<file path="config.mk">
export PLATFORM = sky130hd
export DESIGN_NAME = accel_spi_responder
export DESIGN_NICKNAME = d
export VERILOG_FILES = /design/src/rtl/accel_spi_pkg.sv /design/src/rtl/spi_sync_edge.sv /design/src/rtl/accel_spi_responder.sv
export SDC_FILE = /design/constraint.sdc
export NUM_CORES = 1
export LEC_CHECK = 0
export ABC_AREA = 1
export CORE_MARGIN = 2
export CORE_UTILIZATION = 50
export CTS_BUF_LIST = sky130_fd_sc_hd__clkbuf_16
export DETAILED_ROUTE_END_ITERATION = 12
export PLACE_DENSITY = 0.69
export SLEW_MARGIN = 15
export SYNTH_ARGS = -nofsm -noshare
export SYNTH_HDL_FRONTEND = slang
export SYNTH_SLANG_ARGS = --single-unit
</file>
<file path="constraint.sdc">
create_clock -name clock -period 4.1 [get_ports clock]
set_input_delay 1.025 -clock clock [delete_from_list [all_inputs] [get_ports clock]]
set_output_delay 1.025 -clock clock [all_outputs]
set_load 0.01 [all_outputs]
</file>
<file path="src/rtl/accel_spi_pkg.sv">
// Shared constants, FSM state and sample bundle for the
// accelerometer SPI responder.
package accel_spi_pkg;

  localparam logic [7:0] CMD_WRITE = 8'h0A;
  localparam logic [7:0] CMD_READ  = 8'h0B;
  localparam logic [7:0] CMD_FIFO  = 8'h0D;

  localparam logic [7:0] DEVID_AD  = 8'hAD;
  localparam logic [7:0] DEVID_MST = 8'h1D;
  localparam logic [7:0] PARTID    = 8'hF2;

  localparam logic [5:0] A_DEVID_AD  = 6'h00;
  localparam logic [5:0] A_DEVID_MST = 6'h01;
  localparam logic [5:0] A_PARTID    = 6'h02;
  localparam logic [5:0] A_XDATA     = 6'h08;
  localparam logic [5:0] A_YDATA     = 6'h09;
  localparam logic [5:0] A_ZDATA     = 6'h0A;
  localparam logic [5:0] A_STATUS    = 6'h0B;
  localparam logic [5:0] A_XL        = 6'h0E;
  localparam logic [5:0] A_XH        = 6'h0F;
  localparam logic [5:0] A_YL        = 6'h10;
  localparam logic [5:0] A_YH        = 6'h11;
  localparam logic [5:0] A_ZL        = 6'h12;
  localparam logic [5:0] A_ZH        = 6'h13;
  localparam logic [5:0] A_SOFT_RST  = 6'h1F;
  localparam logic [5:0] A_STOR_LO   = 6'h20;
  localparam logic [5:0] A_POWER_CTL = 6'h2D;
  localparam logic [5:0] A_STOR_HI   = 6'h2E;

  localparam int         NSTOR   = 15;
  localparam logic [3:0] PWR_IDX = 4'hD;

  localparam logic [1:0] PWR_MEASURE = 2'b10;
  localparam logic [7:0] SRST_KEY    = 8'h52;

  typedef enum logic [2:0] {
    ST_IDLE,
    ST_CMD,
    ST_ADDR,
    ST_DATA,
    ST_IGNORE
  } state_e;

  typedef struct packed {
    logic [11:0] x;
    logic [11:0] y;
    logic [11:0] z;
  } sample_t;

  function automatic logic [7:0] hi_byte(
    input logic [11:0] s
  );
    return {{4{s[11]}}, s[11:8]};
  endfunction

endpackage

</file>
<file path="src/rtl/spi_sync_edge.sv">
// Two-flop synchronizer for an asynchronous SPI pin,
// with one extra flop for rise/fall strobes.
module spi_sync_edge (
  input  logic clock,
  input  logic reset,
  input  logic d_i,
  output logic q_o,
  output logic rise_o,
  output logic fall_o
);

  logic [1:0] sync_q;
  logic       prev_q;

  always_ff @(posedge clock) begin
    if (reset) begin
      sync_q <= '0;
      prev_q <= 1'b0;
    end else begin
      sync_q <= {sync_q[0], d_i};
      prev_q <= sync_q[1];
    end
  end

  assign q_o    = sync_q[1];
  assign rise_o = sync_q[1] & ~prev_q;
  assign fall_o = ~sync_q[1] & prev_q;

endmodule

</file>
<file path="src/rtl/accel_spi_responder.sv">
// SPI mode-0 slave emulating the accelerometer register map,
// fed from parallel sample inputs.
module accel_spi_responder
  import accel_spi_pkg::*;
(
  input  logic        clock,
  input  logic        reset,
  input  logic        sclk,
  input  logic        mosi,
  input  logic        ss,
  output logic        miso,
  output logic        miso_oe,
  input  logic [11:0] x_sample,
  input  logic [11:0] y_sample,
  input  logic [11:0] z_sample,
  input  logic        sample_valid,
  output logic        measure_en
);

  logic sclk_rise, sclk_fall;
  logic ss_s, ss_rise, ss_fall;
  logic mosi_s;

  spi_sync_edge u_sclk (
    .clock  (clock),
    .reset  (reset),
    .d_i    (sclk),
    .q_o    (),
    .rise_o (sclk_rise),
    .fall_o (sclk_fall)
  );

  spi_sync_edge u_ss (
    .clock  (clock),
    .reset  (reset),
    .d_i    (ss),
    .q_o    (ss_s),
    .rise_o (ss_rise),
    .fall_o (ss_fall)
  );

  spi_sync_edge u_mosi (
    .clock  (clock),
    .reset  (reset),
    .d_i    (mosi),
    .q_o    (mosi_s),
    .rise_o (),
    .fall_o ()
  );

  state_e      state_q, state_d;
  logic [2:0]  cnt_q;
  logic [6:0]  sh_q;
  logic        rd_q, wr_q;
  logic [5:0]  addr_q;
  logic [7:0]  tx_q;
  logic        oe_q, load_q;
  logic        hit_q, srst_q;
  logic        dready_q;
  sample_t     live_q, snap_q;
  logic [7:0]  stor_q [NSTOR];

  logic [7:0]  rx_byte;
  logic        active, byte_done;
  logic        cmd_done, addr_done, data_done;
  logic [7:0]  rdata;
  logic        in_stor, in_data;

  assign rx_byte   = {sh_q, mosi_s};
  assign active    = (state_q != ST_IDLE) && !ss_s;
  assign byte_done = active && sclk_rise && (cnt_q == 3'd7);
  assign in_stor   = (addr_q >= A_STOR_LO) && (addr_q <= A_STOR_HI);
  assign in_data   = (addr_q >= A_XDATA) && (addr_q <= A_ZH);

  always_ff @(posedge clock) begin
    if (reset) state_q <= ST_IDLE;
    else       state_q <= state_d;
  end

  always_comb begin
    state_d = state_q;
    if (ss_s) begin
      state_d = ST_IDLE;
    end else begin
      case (state_q)
        ST_IDLE:
          if (ss_fall) state_d = ST_CMD;
        ST_CMD:
          if (byte_done)
            state_d = (rx_byte == CMD_READ ||
                       rx_byte == CMD_WRITE)
                      ? ST_ADDR : ST_IGNORE;
        ST_ADDR:
          if (byte_done) state_d = ST_DATA;
        default: ;
      endcase
    end
  end

  always_comb begin
    cmd_done   = byte_done && (state_q == ST_CMD);
    addr_done  = byte_done && (state_q == ST_ADDR);
    data_done  = byte_done && (state_q == ST_DATA);
    miso       = oe_q ? tx_q[7] : 1'b0;
    miso_oe    = oe_q;
    measure_en = (stor_q[PWR_IDX][1:0] == PWR_MEASURE);
  end

  // Sample registers are served from the snapshot for coherence.
  always_comb begin
    rdata = 8'h00;
    case (addr_q)
      A_DEVID_AD:  rdata = DEVID_AD;
      A_DEVID_MST: rdata = DEVID_MST;
      A_PARTID:    rdata = PARTID;
      A_XDATA:     rdata = snap_q.x[11:4];
      A_YDATA:     rdata = snap_q.y[11:4];
      A_ZDATA:     rdata = snap_q.z[11:4];
      A_STATUS:    rdata = {7'b0, dready_q};
      A_XL:        rdata = snap_q.x[7:0];
      A_XH:        rdata = hi_byte(snap_q.x);
      A_YL:        rdata = snap_q.y[7:0];
      A_YH:        rdata = hi_byte(snap_q.y);
      A_ZL:        rdata = snap_q.z[7:0];
      A_ZH:        rdata = hi_byte(snap_q.z);
      default:
        if (in_stor) rdata = stor_q[addr_q[3:0]];
    endcase
  end

  always_ff @(posedge clock) begin
    if (reset) begin
      cnt_q    <= '0;
      sh_q     <= '0;
      rd_q     <= 1'b0;
      wr_q     <= 1'b0;
      addr_q   <= '0;
      tx_q     <= '0;
      oe_q     <= 1'b0;
      load_q   <= 1'b0;
      hit_q    <= 1'b0;
      srst_q   <= 1'b0;
      dready_q <= 1'b0;
      live_q   <= '0;
      snap_q   <= '0;
      for (int i = 0; i < NSTOR; i++)
        stor_q[i] <= '0;
    end else begin
      if (!active) begin
        cnt_q <= '0;
        sh_q  <= '0;
      end else if (sclk_rise) begin
        cnt_q <= cnt_q + 3'd1;
        sh_q  <= {sh_q[5:0], mosi_s};
      end

      if (ss_fall) begin
        rd_q   <= 1'b0;
        wr_q   <= 1'b0;
        hit_q  <= 1'b0;
        snap_q <= live_q;
      end else if (cmd_done) begin
        rd_q <= (rx_byte == CMD_READ);
        wr_q <= (rx_byte == CMD_WRITE);
      end

      if (addr_done)
        addr_q <= rx_byte[5:0];
      else if (data_done)
        addr_q <= addr_q + 6'd1;

      // Next read byte is fetched on the fall after its predecessor.
      if (!active) begin
        oe_q   <= 1'b0;
        load_q <= 1'b0;
        tx_q   <= '0;
      end else if ((addr_done || data_done) && rd_q) begin
        load_q <= 1'b1;
      end else if (sclk_fall && load_q) begin
        tx_q   <= rdata;
        oe_q   <= 1'b1;
        load_q <= 1'b0;
      end else if (sclk_fall && oe_q) begin
        tx_q <= {tx_q[6:0], 1'b0};
      end

      if (data_done && rd_q && in_data)
        hit_q <= 1'b1;

      if (data_done && wr_q) begin
        if (in_stor)
          stor_q[addr_q[3:0]] <= rx_byte;
        if (addr_q == A_SOFT_RST && rx_byte == SRST_KEY)
          srst_q <= 1'b1;
      end

      if (ss_rise && srst_q) begin
        srst_q <= 1'b0;
        for (int i = 0; i < NSTOR; i++)
          stor_q[i] <= '0;
      end

      if (sample_valid && measure_en) begin
        live_q   <= '{x: x_sample, y: y_sample, z: z_sample};
        dready_q <= 1'b1;
      end else if (ss_rise && hit_q) begin
        dready_q <= 1'b0;
      end
    end
  end

endmodule

</file>
=== After elaboration in Yosys (flattened, before gate mapping) ===
Memories as Yosys holds them, arrays and structs flattened. A register that Yosys moved wholly into a read port is not among the register bits.
Index checks and enable logic that the tools add are counted.

* Word-level logic and storage cells: 165
* Input port bits: 42
* Output and inout port bits: 3
* Bits in writable memories: 120
* Bits in registers: 114
* Memories kept: 1

{| class="wikitable"
|+ Memory list
! memory !! depth !! width !! rd ports !! clocked after memory_dff !! write ports !! RTL line !! text
|-
| stor_q || 15 || 8 || 2 || 1 || 15 || accel_spi_responder.sv:61 || <nowiki>logic [7:0] stor_q [NSTOR];</nowiki>
|}

* Mux-type cells: 47
* $lt $le $gt $ge: 4
* Add/subtract/negate cells: 2
* Eq/ne operators: 24
* Reduce and logical (&&, ||, !) cells: 39
* Bitwise operators: 25

{| class="wikitable"
|+ Operator list
! operator !! count
|-
| 8-bit two-way mux || 19
|-
| 8-bit case mux with 13 select lines || 1
|-
| 6-bit by 4-bit equality test with 1-bit output, second input constant || 6
|-
| 6-bit by 5-bit equality test with 1-bit output, second input constant || 5
|-
| 1-bit logical AND || 18
|-
| 1-bit two-way mux || 17
|-
| 8-bit by 4-bit equality test with 1-bit output, second input constant || 2
|-
| 1-bit OR || 15
|-
| 3-bit two-way mux || 4
|-
| 4-bit two-way mux || 3
|-
| 6-bit two-way mux || 2
|-
| 2-bit nonzero test || 5
|-
| 3-bit case mux with 3 select lines || 1
|-
| 8-bit by 7-bit equality test with 1-bit output, second input constant || 1
|-
| 2-bit OR reduction || 4
|-
| 8-bit OR reduction || 1
|-
| 6-bit by 1-bit adder with 6-bit output, second input constant || 1
|-
| 3-bit by 2-bit equality test with 1-bit output, second input constant || 2
|-
| 6-bit by 1-bit equality test with 1-bit output, second input constant || 1
|-
| 6-bit by 2-bit equality test with 1-bit output, second input constant || 1
|-
| 6-bit by 4-bit greater-or-equal comparator with 1-bit output, second input constant || 1
|-
| 6-bit greater-or-equal comparator, second input constant || 1
|-
| 6-bit by 5-bit less-or-equal comparator with 1-bit output, second input constant || 1
|-
| 6-bit less-or-equal comparator, second input constant || 1
|-
| other kinds (14) || 28
|}

=== Longest topological paths before layout ===
Gate-level depths: netlist (run 1).

* Depth in word-level cells: 11
* Mapped depth: 13
* Gate-level depth less buffers: 12

=== Hierarchy ===
Synthesis (run 1) repeated with hierarchy kept, for this count alone.

* Cells, all modules: 1353
* Area total of the unflattened synthesis: 11338.4 µm²

{| class="wikitable"
|+ Modules (own cells, without submodules)
! module !! area each (µm²) !! cells an instance !! instances !! seq. area each (µm²)
|-
| accel_spi_responder || 11056.9 || 1317 || 1 || 6045.8
|-
| spi_sync_edge || 93.8 || 12 || 3 || 60.1
|}

=== Worst setup path after synthesis (run 1) ===
OpenSTA, ideal clock, no wires.

* Path kind: input -> register
* Start point: in reset
* End point: mem stor_q[15][0] (enable)
* Data arrival time: 1.945 ns
* Cell stages on the path: 3
* Setup slack: 1.771 ns
* Required time: 3.717 ns
* Setup time: 0.383 ns
* Buffers on the path: 0
* Cell sequence: inv_1 nand3_4 nor3_1

{| class="wikitable"
|+ RTL lines
! item !! RTL line !! text
|-
| start, declared || accel_spi_responder.sv:7 || <nowiki>input logic reset,</nowiki>
|-
| end, declared || accel_spi_responder.sv:61 ||
|}

==> results of run 1 <==
## critical path, cell delays in order, from the launching register on
cell and delay, ps:
sky130_fd_sc_hd__edfxtp_1 380, sky130_fd_sc_hd__nor2_1 700, sky130_fd_sc_hd__clkdlybuf4s50_1 680
## cells by family after synthesis
logic type,count (synthesis)
xor+xnor,1
flops,246
simple gates,695
buf+inv,181
compound gates,193
fa+ha+maj,6
## cells in the mapped netlist
| library cell | count |
|---|---|
| sky130_fd_sc_hd__nand4_1 | 29 |
| sky130_fd_sc_hd__buf_2 | 14 |
| sky130_fd_sc_hd__dfxtp_1 | 118 |
| sky130_fd_sc_hd__a211oi_1 | 3 |
| sky130_fd_sc_hd__edfxtp_1 | 128 |
| sky130_fd_sc_hd__nand3_1 | 166 |
| sky130_fd_sc_hd__nor3_2 | 1 |
| sky130_fd_sc_hd__nor2_4 | 4 |
| sky130_fd_sc_hd__a22oi_1 | 1 |
| sky130_fd_sc_hd__nor2_1 | 201 |
| sky130_fd_sc_hd__a21oi_1 | 99 |
| sky130_fd_sc_hd__nand2_1 | 267 |
| sky130_fd_sc_hd__nor4_1 | 2 |
| sky130_fd_sc_hd__nor2_2 | 2 |
| sky130_fd_sc_hd__o22ai_1 | 1 |
| sky130_fd_sc_hd__nand3_2 | 3 |
| sky130_fd_sc_hd__o211ai_1 | 8 |
| sky130_fd_sc_hd__xor2_1 | 1 |
| sky130_fd_sc_hd__a31oi_1 | 1 |
| sky130_fd_sc_hd__o211a_1 | 1 |
| sky130_fd_sc_hd__inv_1 | 100 |
| sky130_fd_sc_hd__nand3_4 | 1 |
| sky130_fd_sc_hd__nor3_4 | 1 |
| sky130_fd_sc_hd__buf_1 | 5 |
| sky130_fd_sc_hd__clkbuf_1 | 56 |
| sky130_fd_sc_hd__nor3_1 | 4 |
| sky130_fd_sc_hd__ha_1 | 6 |
| sky130_fd_sc_hd__o32ai_1 | 1 |
| sky130_fd_sc_hd__nand3b_1 | 1 |
| sky130_fd_sc_hd__o21ai_0 | 75 |
| sky130_fd_sc_hd__o21ai_1 | 1 |
| sky130_fd_sc_hd__clkinv_1 | 3 |
| sky130_fd_sc_hd__o21a_1 | 1 |
| sky130_fd_sc_hd__o41ai_1 | 1 |
| sky130_fd_sc_hd__inv_2 | 3 |
| sky130_fd_sc_hd__nand2_2 | 13 |
## cell type report
cell class	instances	area, sq um
clock buffer	25	626
clock inverter	21	135
fill	1935	9390
inverter	106	398
multi-input combinational	895	4130
sequential	246	6210
tap	280	350
timing repair buffer	55	523
## final timing paths
check                               startpoint        endpoint  slack, ps
worst max register to register   u_sclk.prev_q    stor_q[5][5]       1210
worst min-delay path            u_ss.sync_q[0]  u_ss.sync_q[1]        400
worst max-delay path             stor_q[13][0]      measure_en        770
worst min register to register  u_ss.sync_q[0]  u_ss.sync_q[1]        400
## sequential cells by signal, indices dropped and copies added (netlist names), 3 cells and up, named ones only
register / count
state_q: 3
live_q: 36
sh_q: 7
tx_q: 8
cnt_q: 3
addr_q: 6
snap_q: 36
stor_q: 128
## metal layers
metal | part of all wire (%) | GRT usage [%] | vias up
li1 | - | - | 4437
met1 | 43 | 31.9 | 4098
met2 | 46 | 37.6 | 350
met3 | 7.4 | 3.50 | 64
met4 | 2.9 | 7.32 | 0
met5 | 0 | 0 | -
## stage by stage
stage | cells | util [%]
floorplan | 1322 | -
global route | 1628 | 56.8
global placement | 1582 | 53.4
detailed placement | 1582 | 53.4
CTS | 1628 | 56.8
finish | 1628 | 56.8
## power groups by stage
stage          registers (mW)  clock network, mW  logic, mW
2_1_floorplan            2.75                  0      0.116
4_1_cts                  2.71               2.15      0.188
5_1_grt                  2.72               2.25      0.212
6_report                 2.71               2.12      0.186
3_3_place_gp             2.76                  0      0.184
3_5_place_dp             2.76                  0      0.187
==> results.md, run 1 <==
* Total negative slack for setup checks at 0 ps
* Min-Delay Path Class: reg2reg
* RSZ-0062 raised after global routing: no
* Number of synthesis warnings at 0
* All-layer global routing usage at 23.0%
* Depth of the worst hold-timing path at 2
* Antenna violations before repair at 0
* Row cnt at 54
* Clock-pin slew on the worst setup and hold paths at 60 ps
* Routability Congestion at 0.953
* Worst hold margin at 399 ps
* Highest fanout seen on the critical path at 11
* Input/output buffers at 44
* TritonCTS clock tree: yes
* Num Clock Sinks at 246
* Simple-Gate Fraction of Synth Area at 27.4%
* Reported net switching power at 1.09 mW
* Post-synthesis instance area at 11,000 sq um
* Hold violation count in the final report at 0
* Fraction of layout cells with a size suffix above 1 at 6.01%
* TritonRoute pass-1 iters at 7
* # IOs at 45
* Number of register bits inferred by synthesis at 246
* Max Cap Violations at 0
* Power per unit of standard cell area at 406 nW/um^2
* Leakage component of the power at 4.49 nW
* Leading cell type in the layout, fill and taps excluded: sky130_fd_sc_hd__nand2_1
* Clock buffer depth at 3
* Area fraction in compound gates after synthesis at 9.20%
* Via count of the first global-routing pass at 8,328
* Final worst setup slack at 773 ps
* Number of buffers added for setup after CTS at 0
* Die height at 152 microns
* Wire length of the first global-routing pass at 43,100 microns
* Post-route cell area at 12,400 sq um
* Status: finished clean
* Number of distinct library cell variants in the gate-level netlist after synthesis at 36
* GR Overflow Total at 0
* Avg Synthesized Cell Area at 8.34 sq um
* Commonest cells after routing, fill and taps aside: sky130_fd_sc_hd__nand2_1, sky130_fd_sc_hd__nor2_1, sky130_fd_sc_hd__nand3_1
* Routed wire length per instance at 16.5 microns
* Design Power at 5.02 mW
* Peak supply drop at 0.363 mV
* Final critical path time including I/O delays and setup at 3330 ps
* H-Tree Level Count at 1
* Final-report setup violation count at 0
* Required time of the critical path at 3070 ps
* WP data arrival at 2300 ps
* Total CTS buffers at 25
* Proportion of netlist area held by the largest area contributor at 34.9%
* Portion of netlist area occupied by mux cells at 0%
* Instance area at placement at 11,600 sq um
* Remaining antenna violation count after routing at 0
* Pins Over Slew Limit at 0
* Effective utilization at floorplan at 50.7%
* Adder and majority gate portion of the synthesized area at 0.681%
* N_diodes at 0
* Count of routing violations after the opening detailed-route iteration at 878
* Clock Power Share at 42.3%
* Critical path type: reg2out
* Final Routed Wirelength at 26,900 microns
* Clock latency of the later-clocked register in the worst-skew pair at 530 ps
* Worst Skew at 22.5 ps
* Reg2Reg Depth at 11
* Sequential fraction of the synthesis area at 56.3%
* Startpoint kind of the worst setup timing path: register
* Post-cts gate resize count at 0
* Pre-CTS setup slack at 945 ps
* Int Pwr at 3.93 mW
* Drt via density at 5.50
* Worst slew margin relative to its limit at 26.5%
* Final #Nets at 1,377
* Core Footprint at 21,800 sq um
* Main combinational cell family by area after synthesis: simple AND/OR/NAND/NOR gates
* Library cell occupying the most area in the post-synthesis netlist: sky130_fd_sc_hd__edfxtp_1
* Crit end category: output port
* Die footprint at 23,200 sq um
* Die width at 152 microns
* Syn-to-layout area delta at 12.2%
* DP HPWL at 17,900 microns
* Final cycle utilization of the critical path at 81.1%
* Vias at 8,949
* Nets in the synthesized netlist at 1,370
* Post-detailed-route DRC marker count at 0
* Cells after Synth at 1,322
* Synth Area in XOR/XNOR at 0.0795%
* Part of the power in registers at 54.0%
* Slew of the pin with the lowest slew margin at 1100 ps
* Pin count of the biggest net entering global routing at 68
* Power share of the combinational group at 3.7%
* Proportion of total power due to net switching at 21.7%
* Leading post-synthesis cells by cell area: sky130_fd_sc_hd__edfxtp_1, sky130_fd_sc_hd__dfxtp_1, sky130_fd_sc_hd__nand2_1, sky130_fd_sc_hd__nand3_1, sky130_fd_sc_hd__nor2_1
* Root buf cell: sky130_fd_sc_hd__clkbuf_16
* Number of buffers inserted by hold repair at cts at 0
* Maximum achievable frequency at 301 MHz
No activity file was read; power rests on OpenSTA's default activity.
==> run 2: changes to the inputs <==
--- a/config.mk
+++ b/config.mk
@@ -10,7 +10,7 @@
 export CORE_UTILIZATION = 50
 export CTS_BUF_LIST = sky130_fd_sc_hd__clkbuf_16
 export DETAILED_ROUTE_END_ITERATION = 12
-export PLACE_DENSITY = 0.69
+export PLACE_DENSITY = 0.71
 export SLEW_MARGIN = 15
 export SYNTH_ARGS = -nofsm -noshare
 export SYNTH_HDL_FRONTEND = slang
==> constraint.sdc (replaced) <==
create_clock -name clock -period 2.7 [get_ports clock]
set_input_delay 0.675 -clock clock [delete_from_list [all_inputs] [get_ports clock]]
set_output_delay 0.675 -clock clock [all_outputs]
set_load 0.01 [all_outputs]
==> results.md, run 2 (synthesis gave the netlist of run 1 again) <==
* Peak supply drop at 0.486 mV (+34%)
* Routed wire length per instance at 16.1 microns (-2.5%)
* Max Cap Violations at 0 (unchanged)
* # IOs at 45 (unchanged)
* Fraction of layout cells with a size suffix above 1 at 8.54% (+2.5 points)
* Final-report setup violation count at 0 (unchanged)
* Clock-pin slew on the worst setup and hold paths at 60 ps (about the same)
* Core Footprint at 21,800 sq um (unchanged)
* Vias at 9,094 (+1.6%)
* TritonRoute pass-1 iters at 6 (-1)
* Clock buffer depth at 3 (unchanged)
* GR Overflow Total at 0 (unchanged)
* Clock latency of the later-clocked register in the worst-skew pair at 540 ps (about the same)
* Register bank with the most flops: stor_q
* Status: finished clean
* Root buf cell: sky130_fd_sc_hd__clkbuf_16
* Worst Skew at 28.3 ps (+5.82 ps)
* Final #Nets at 1,410 (+2.4%)
* Wire length of the first global-routing pass at 43,300 microns (+0.46%)
* Final Routed Wirelength at 26,800 microns (-0.44%)
* H-Tree Level Count at 1 (unchanged)
* Worst hold margin at 399 ps (-0.209 ps)
* Pin count of the biggest net entering global routing at 68 (unchanged)
* Remaining antenna violation count after routing at 0 (unchanged)
* Final critical path time including I/O delays and setup at 2540 ps
* Worst slew margin relative to its limit at 44.4% (+18 points)
* Num Clock Sinks at 246 (unchanged)
* Number of buffers added for setup after CTS at 0 (unchanged)
* Drt via density at 5.47 (-0.46%)
* Design Power at 7.98 mW (+59%)
* Total negative slack for setup checks at 0 ps (unchanged)
* Syn-to-layout area delta at 15.7%
* N_diodes at 0 (unchanged)
* Crit end category: output port
* DP HPWL at 18,000 microns (+0.97%)
* All-layer global routing usage at 22.9% (-0.11 points)
* Die height at 152 microns (unchanged)
* Regs by FF count: stor_q: 128 flops, live_q: 36 flops, snap_q: 36 flops
* Die width at 152 microns (unchanged)
* Slew of the pin with the lowest slew margin at 833 ps (-269 ps)
* Count of routing violations after the opening detailed-route iteration at 1,070 (+22%)
* Leading cell type in the layout, fill and taps excluded: sky130_fd_sc_hd__nand2_1
* Power per unit of standard cell area at 625 nW/um^2 (+54%)
* Required time of the critical path at 2030 ps (-1040 ps)
* Critical path type: reg2out
* Max reg flops at 128 (unchanged)
* Via count of the first global-routing pass at 8,324 (-0.048%)
* Min-Delay Path Class: reg2reg
* Effective utilization at floorplan at 50.7% (unchanged)
* Pins Over Slew Limit at 0 (unchanged)
* Maximum achievable frequency at 394 MHz
* Total CTS buffers at 26 (+4.0%)
* Commonest cells after routing, fill and taps aside: sky130_fd_sc_hd__nand2_1, sky130_fd_sc_hd__nor2_1, sky130_fd_sc_hd__nand3_1
* Input/output buffers at 44 (unchanged)
* Row cnt at 54 (unchanged)
* Post-detailed-route DRC marker count at 0 (unchanged)
* Highest fanout seen on the critical path at 2 (-9)
* Antenna violations before repair at 0 (unchanged)
* TritonCTS clock tree: yes
* FILL cells at 1,944 (+0.47%)
* Final standard cell utilization of the core at 58.6% (+1.8 points)
* Leakage component of the power at 4.67 nW (+4.2%)
* Die footprint at 23,200 sq um (unchanged)
* Routability Congestion at 0.906 (-4.9%)
* Startpoint kind of the worst setup timing path: register
* WP data arrival at 1860 ps (-440 ps)
* Hold violation count in the final report at 0 (unchanged)
* RSZ-0062 raised after global routing: no
* Final cycle utilization of the critical path at 94.0%
## run 2: changes by cell type in the layout (fill, tap and decap cells not counted), moves of 2 or more
| cell | delta |
|---|---|
| sky130_fd_sc_hd__buf_12 | +2 |
| sky130_fd_sc_hd__clkbuf_16 | +3 |
| sky130_fd_sc_hd__inv_6 | -2 |
| sky130_fd_sc_hd__buf_4 | +30 |
| sky130_fd_sc_hd__clkinvlp_4 | +3 |
| sky130_fd_sc_hd__clkinv_2 | +2 |
| sky130_fd_sc_hd__clkinv_4 | +2 |
| sky130_fd_sc_hd__inv_2 | -5 |
## run 2: final cells by class
type | instances | area [sq um] | share of cell area, %
timing repair buffer | 87 | 788 | 6.18
clock inverter | 20 | 181 | 1.42
multi-input combinational | 895 | 4130 | 32.4
inverter | 106 | 398 | 3.12
clock buffer | 28 | 701 | 5.49
tap | 280 | 350 | 2.75
sequential | 246 | 6210 | 48.7
## run 2: final timing paths
check	slack (ps)	to	start	depth (start not counted)
hold / removal	400	u_mosi.sync_q[1]	u_mosi.sync_q[0]	2
setup / recovery	160	measure_en	stor_q[13][0]	2
setup reg to reg	310	stor_q[6][2]	cnt_q[0]	12
hold reg to reg	400	u_mosi.sync_q[1]	u_mosi.sync_q[0]	2
## run 2: per-stage QoR
stage,instances,cell area [sq um],worst slack (ps)
floorplan,1322,11000,384
global route,1662,12800,79.5
finish,1662,12800,163
CTS,1662,12800,50.0
global placement,1614,11900,94.0
detailed placement,1614,11900,34.9
## run 2: per-layer routing
metal | global-route usage [%] | up-vias | part of all wire, %
met3 | 4.12 | 75 | 9.3
met2 | 36.0 | 413 | 44
met1 | 32.6 | 4106 | 43
met5 | 0 | - | 0
met4 | 7.23 | 0 | 3.3
li1 | - | 4500 | -
## run 2: worst max-delay path, cell delays in order, from the launching register on
cell and delay (ps):
sky130_fd_sc_hd__edfxtp_1 400, sky130_fd_sc_hd__nor2_2 300, sky130_fd_sc_hd__clkdlybuf4s50_1 620
## run 2: timing repair
item                       4_1_cts  5_1_grt
hold buffers                     0        0
resized for setup                0        1
setup endpoints to repair        0        1
## run 2: power by group
group | total, mW | leakage, nW | switching, mW | internal, mW
clock | 3.57 | 0.424 | 1.49 | 2.08
combinational | 0.293 | 2.09 | 0.173 | 0.120
sequential | 4.11 | 2.16 | 0.0519 | 4.06
==> run 3: changes to the inputs <==
--- a/config.mk
+++ b/config.mk
@@ -10,7 +10,7 @@
 export CORE_UTILIZATION = 50
 export CTS_BUF_LIST = sky130_fd_sc_hd__clkbuf_16
 export DETAILED_ROUTE_END_ITERATION = 12
-export PLACE_DENSITY = 0.71
+export PLACE_DENSITY = 0.69
 export SLEW_MARGIN = 15
 export SYNTH_ARGS = -nofsm -noshare
 export SYNTH_HDL_FRONTEND = slang
==> constraint.sdc (replaced) <==
create_clock -name clock -period 2.4 [get_ports clock]
set_input_delay 0.6 -clock clock [delete_from_list [all_inputs] [get_ports clock]]
set_output_delay 0.6 -clock clock [all_outputs]
set_load 0.01 [all_outputs]
==> results.md, run 3 (synthesis gave the netlist of run 1 again) <==
* Status: finished clean
* Pre-CTS setup slack at 8.24 ps (-26.7 ps)
* Total negative slack for setup checks at 0 ps (unchanged)
* Via count of the first global-routing pass at 8,499 (+2.1%)
* Count of routing violations after the opening detailed-route iteration at 863 (-19%)
* Vias at 9,050 (-0.48%)
* Hold violation count in the final report at 0 (unchanged)
* N_diodes at 0 (unchanged)
* Core Footprint at 21,800 sq um (unchanged)
* Row cnt at 54 (unchanged)
* Peak supply drop at 0.542 mV (+12%)
* FILL cells at 1,966 (+1.1%)
* Leading cell type in the layout, fill and taps excluded: sky130_fd_sc_hd__nand2_1
* Drt via density at 5.42 (-0.90%)
* Required time of the critical path at 1800 ps (-230 ps)
* Wire length of the first global-routing pass at 43,600 microns (+0.64%)
* Regs by FF count: stor_q: 128 flops, live_q: 36 flops, snap_q: 36 flops
* # IOs at 45 (unchanged)
* Final #Nets at 1,417 (+0.50%)
* Highest fanout seen on the critical path at 2 (unchanged)
* DP HPWL at 18,400 microns (+2.2%)
* Detailed-routed wire length on met3 at 1900 microns (-24%)
* Crit end category: output port
* Remaining antenna violation count after routing at 0 (unchanged)
* Worst slew margin relative to its limit at 45.1% (+0.68 points)
* Register bank with the most flops: stor_q
* Clock latency of the later-clocked register in the worst-skew pair at 530 ps (about the same)
* Die height at 152 microns (unchanged)
* Slew of the pin with the lowest slew margin at 822 ps (-10.2 ps)
* Clock buffer depth at 3 (unchanged)
* Number of buffers added for setup after CTS at 0 (unchanged)
* All-layer global routing usage at 23.0% (+0.059 points)
* Root buf cell: sky130_fd_sc_hd__clkbuf_16
* TritonCTS clock tree: yes
* Library cell contributing the largest single delay on the critical path: sky130_fd_sc_hd__clkdlybuf4s50_1
* Worst Skew at 11.4 ps (-16.9 ps)
* Final-report setup violation count at 0 (unchanged)
* Met1 Wirelength at 11,700 microns (+1.6%)
* Sequential cell area at 6210 sq um (unchanged)
* Antenna violations before repair at 0 (unchanged)
* Maximum achievable frequency at 429 MHz
* RSZ-0062 raised after global routing: no
* Leakage component of the power at 4.74 nW (+1.4%)
* Final worst setup slack at 69.5 ps (-93.5 ps)
* Max reg flops at 128 (unchanged)
* Routability Congestion at 0.948 (+4.6%)
* Area occupied by multi-input gates at 4170 sq um (+1.0%)
* Uppermost signal routing layer after detailed routing: met4
* Met2 routed wirelength at 12,600 microns (+5.8%)
* Input/output buffers at 44 (unchanged)
* Syn-to-layout area delta at 16.6%
* Commonest cells after routing, fill and taps aside: sky130_fd_sc_hd__nand2_1, sky130_fd_sc_hd__nor2_1, sky130_fd_sc_hd__nand3_1
* Final cycle utilization of the critical path at 97.1%
* Pin count of the biggest net entering global routing at 68 (unchanged)
* Die footprint at 23,200 sq um (unchanged)
* Num Clock Sinks at 246 (unchanged)
* Fraction of layout cells with a size suffix above 1 at 9.72% (+1.2 points)
* H-Tree Level Count at 1 (unchanged)
* Max Cap Violations at 0 (unchanged)
* Clock-pin slew on the worst setup and hold paths at 60 ps (about the same)
* Critical path type: reg2out
* Startpoint kind of the worst setup timing path: register
* Pins Over Slew Limit at 0 (unchanged)
* Power per unit of standard cell area at 690 nW/um^2 (+10%)
* Total CTS buffers at 26 (unchanged)
* Final Routed Wirelength at 27,000 microns (+0.65%)
* Routed wire length per instance at 16.2 microns (+0.23%)
* Ordered cell list for the critical path: nor2_4, clkdlybuf4s50_1
* Min-Delay Path Class: reg2reg
* Die width at 152 microns (unchanged)
* Largest stage delay on the critical path at 570 ps (-50 ps)
* Final critical path time including I/O delays and setup at 2330 ps
* GR Overflow Total at 0 (unchanged)
* Post-detailed-route DRC marker count at 0 (unchanged)
* TritonRoute pass-1 iters at 6 (unchanged)
* Effective utilization at floorplan at 50.7% (unchanged)
* WP data arrival at 1730 ps (-130 ps)
-- run 3: timing repair --
action / CTS / global route
hold buffers: 0 / 0
setup endpoints to repair: 1 / 120
resized for setup: 2 / 15
-- run 3: path summary, 6_finish.rpt --
check | slack (ps) | from | to | cells after the start
setup / recovery | 70 | stor_q[13][0] | measure_en | 2
hold / removal | 400 | u_ss.sync_q[0] | u_ss.sync_q[1] | 2
hold reg to reg | 400 | u_ss.sync_q[0] | u_ss.sync_q[1] | 2
setup reg to reg | 150 | cnt_q[0] | stor_q[4][0] | 12
-- run 3: final cells by class --
type                    count  share of cell area [%]
flip-flops and latches    246                    48.3
well taps                 280                    2.73
clock buffers              29                    5.64
clock inverters            19                   0.954
multi-input cells         895                    32.5
inverters                 106                    3.09
repair buffers             94                    6.83
-- run 3: stage by stage --
stage	instances	hold slack [ps]	power [mW]	util (%)	cell area (sq um)
after global routing	1669	417	9.15	59.1	12900
final	1669	401	8.87	59.1	12900
after CTS	1669	403	8.93	58.9	12800
after global placement	1621	389	5.04	55.0	12000
after detailed placement	1621	395	5.05	55.0	12000
after floorplan	1322	388	4.90	-	11000
-- run 3: critical path: cells and delay by family, from the launching register on --
family                 cells  cell delay [ps]
buffers and inverters      1              570
DFF                        1              440
and+or+nand+nor            1              200
-- run 3: power breakdown --
| part | internal, mW | total (mW) | switching [mW] |
|---|---|---|---|
| Combinational | 0.145 | 0.343 | 0.198 |
| Clock | 2.28 | 3.90 | 1.62 |
| Sequential | 4.57 | 4.63 | 0.0576 |
| Total | 6.99 | 8.87 | 1.87 |
-- run 3: per-layer routing --
| metal | global-route usage, % | up-vias |
|---|---|---|
| li1 | - | 4517 |
| met1 | 32.3 | 4140 |
| met2 | 37.1 | 334 |
| met3 | 2.90 | 59 |
| met4 | 8.02 | 0 |
| met5 | 0 | - |
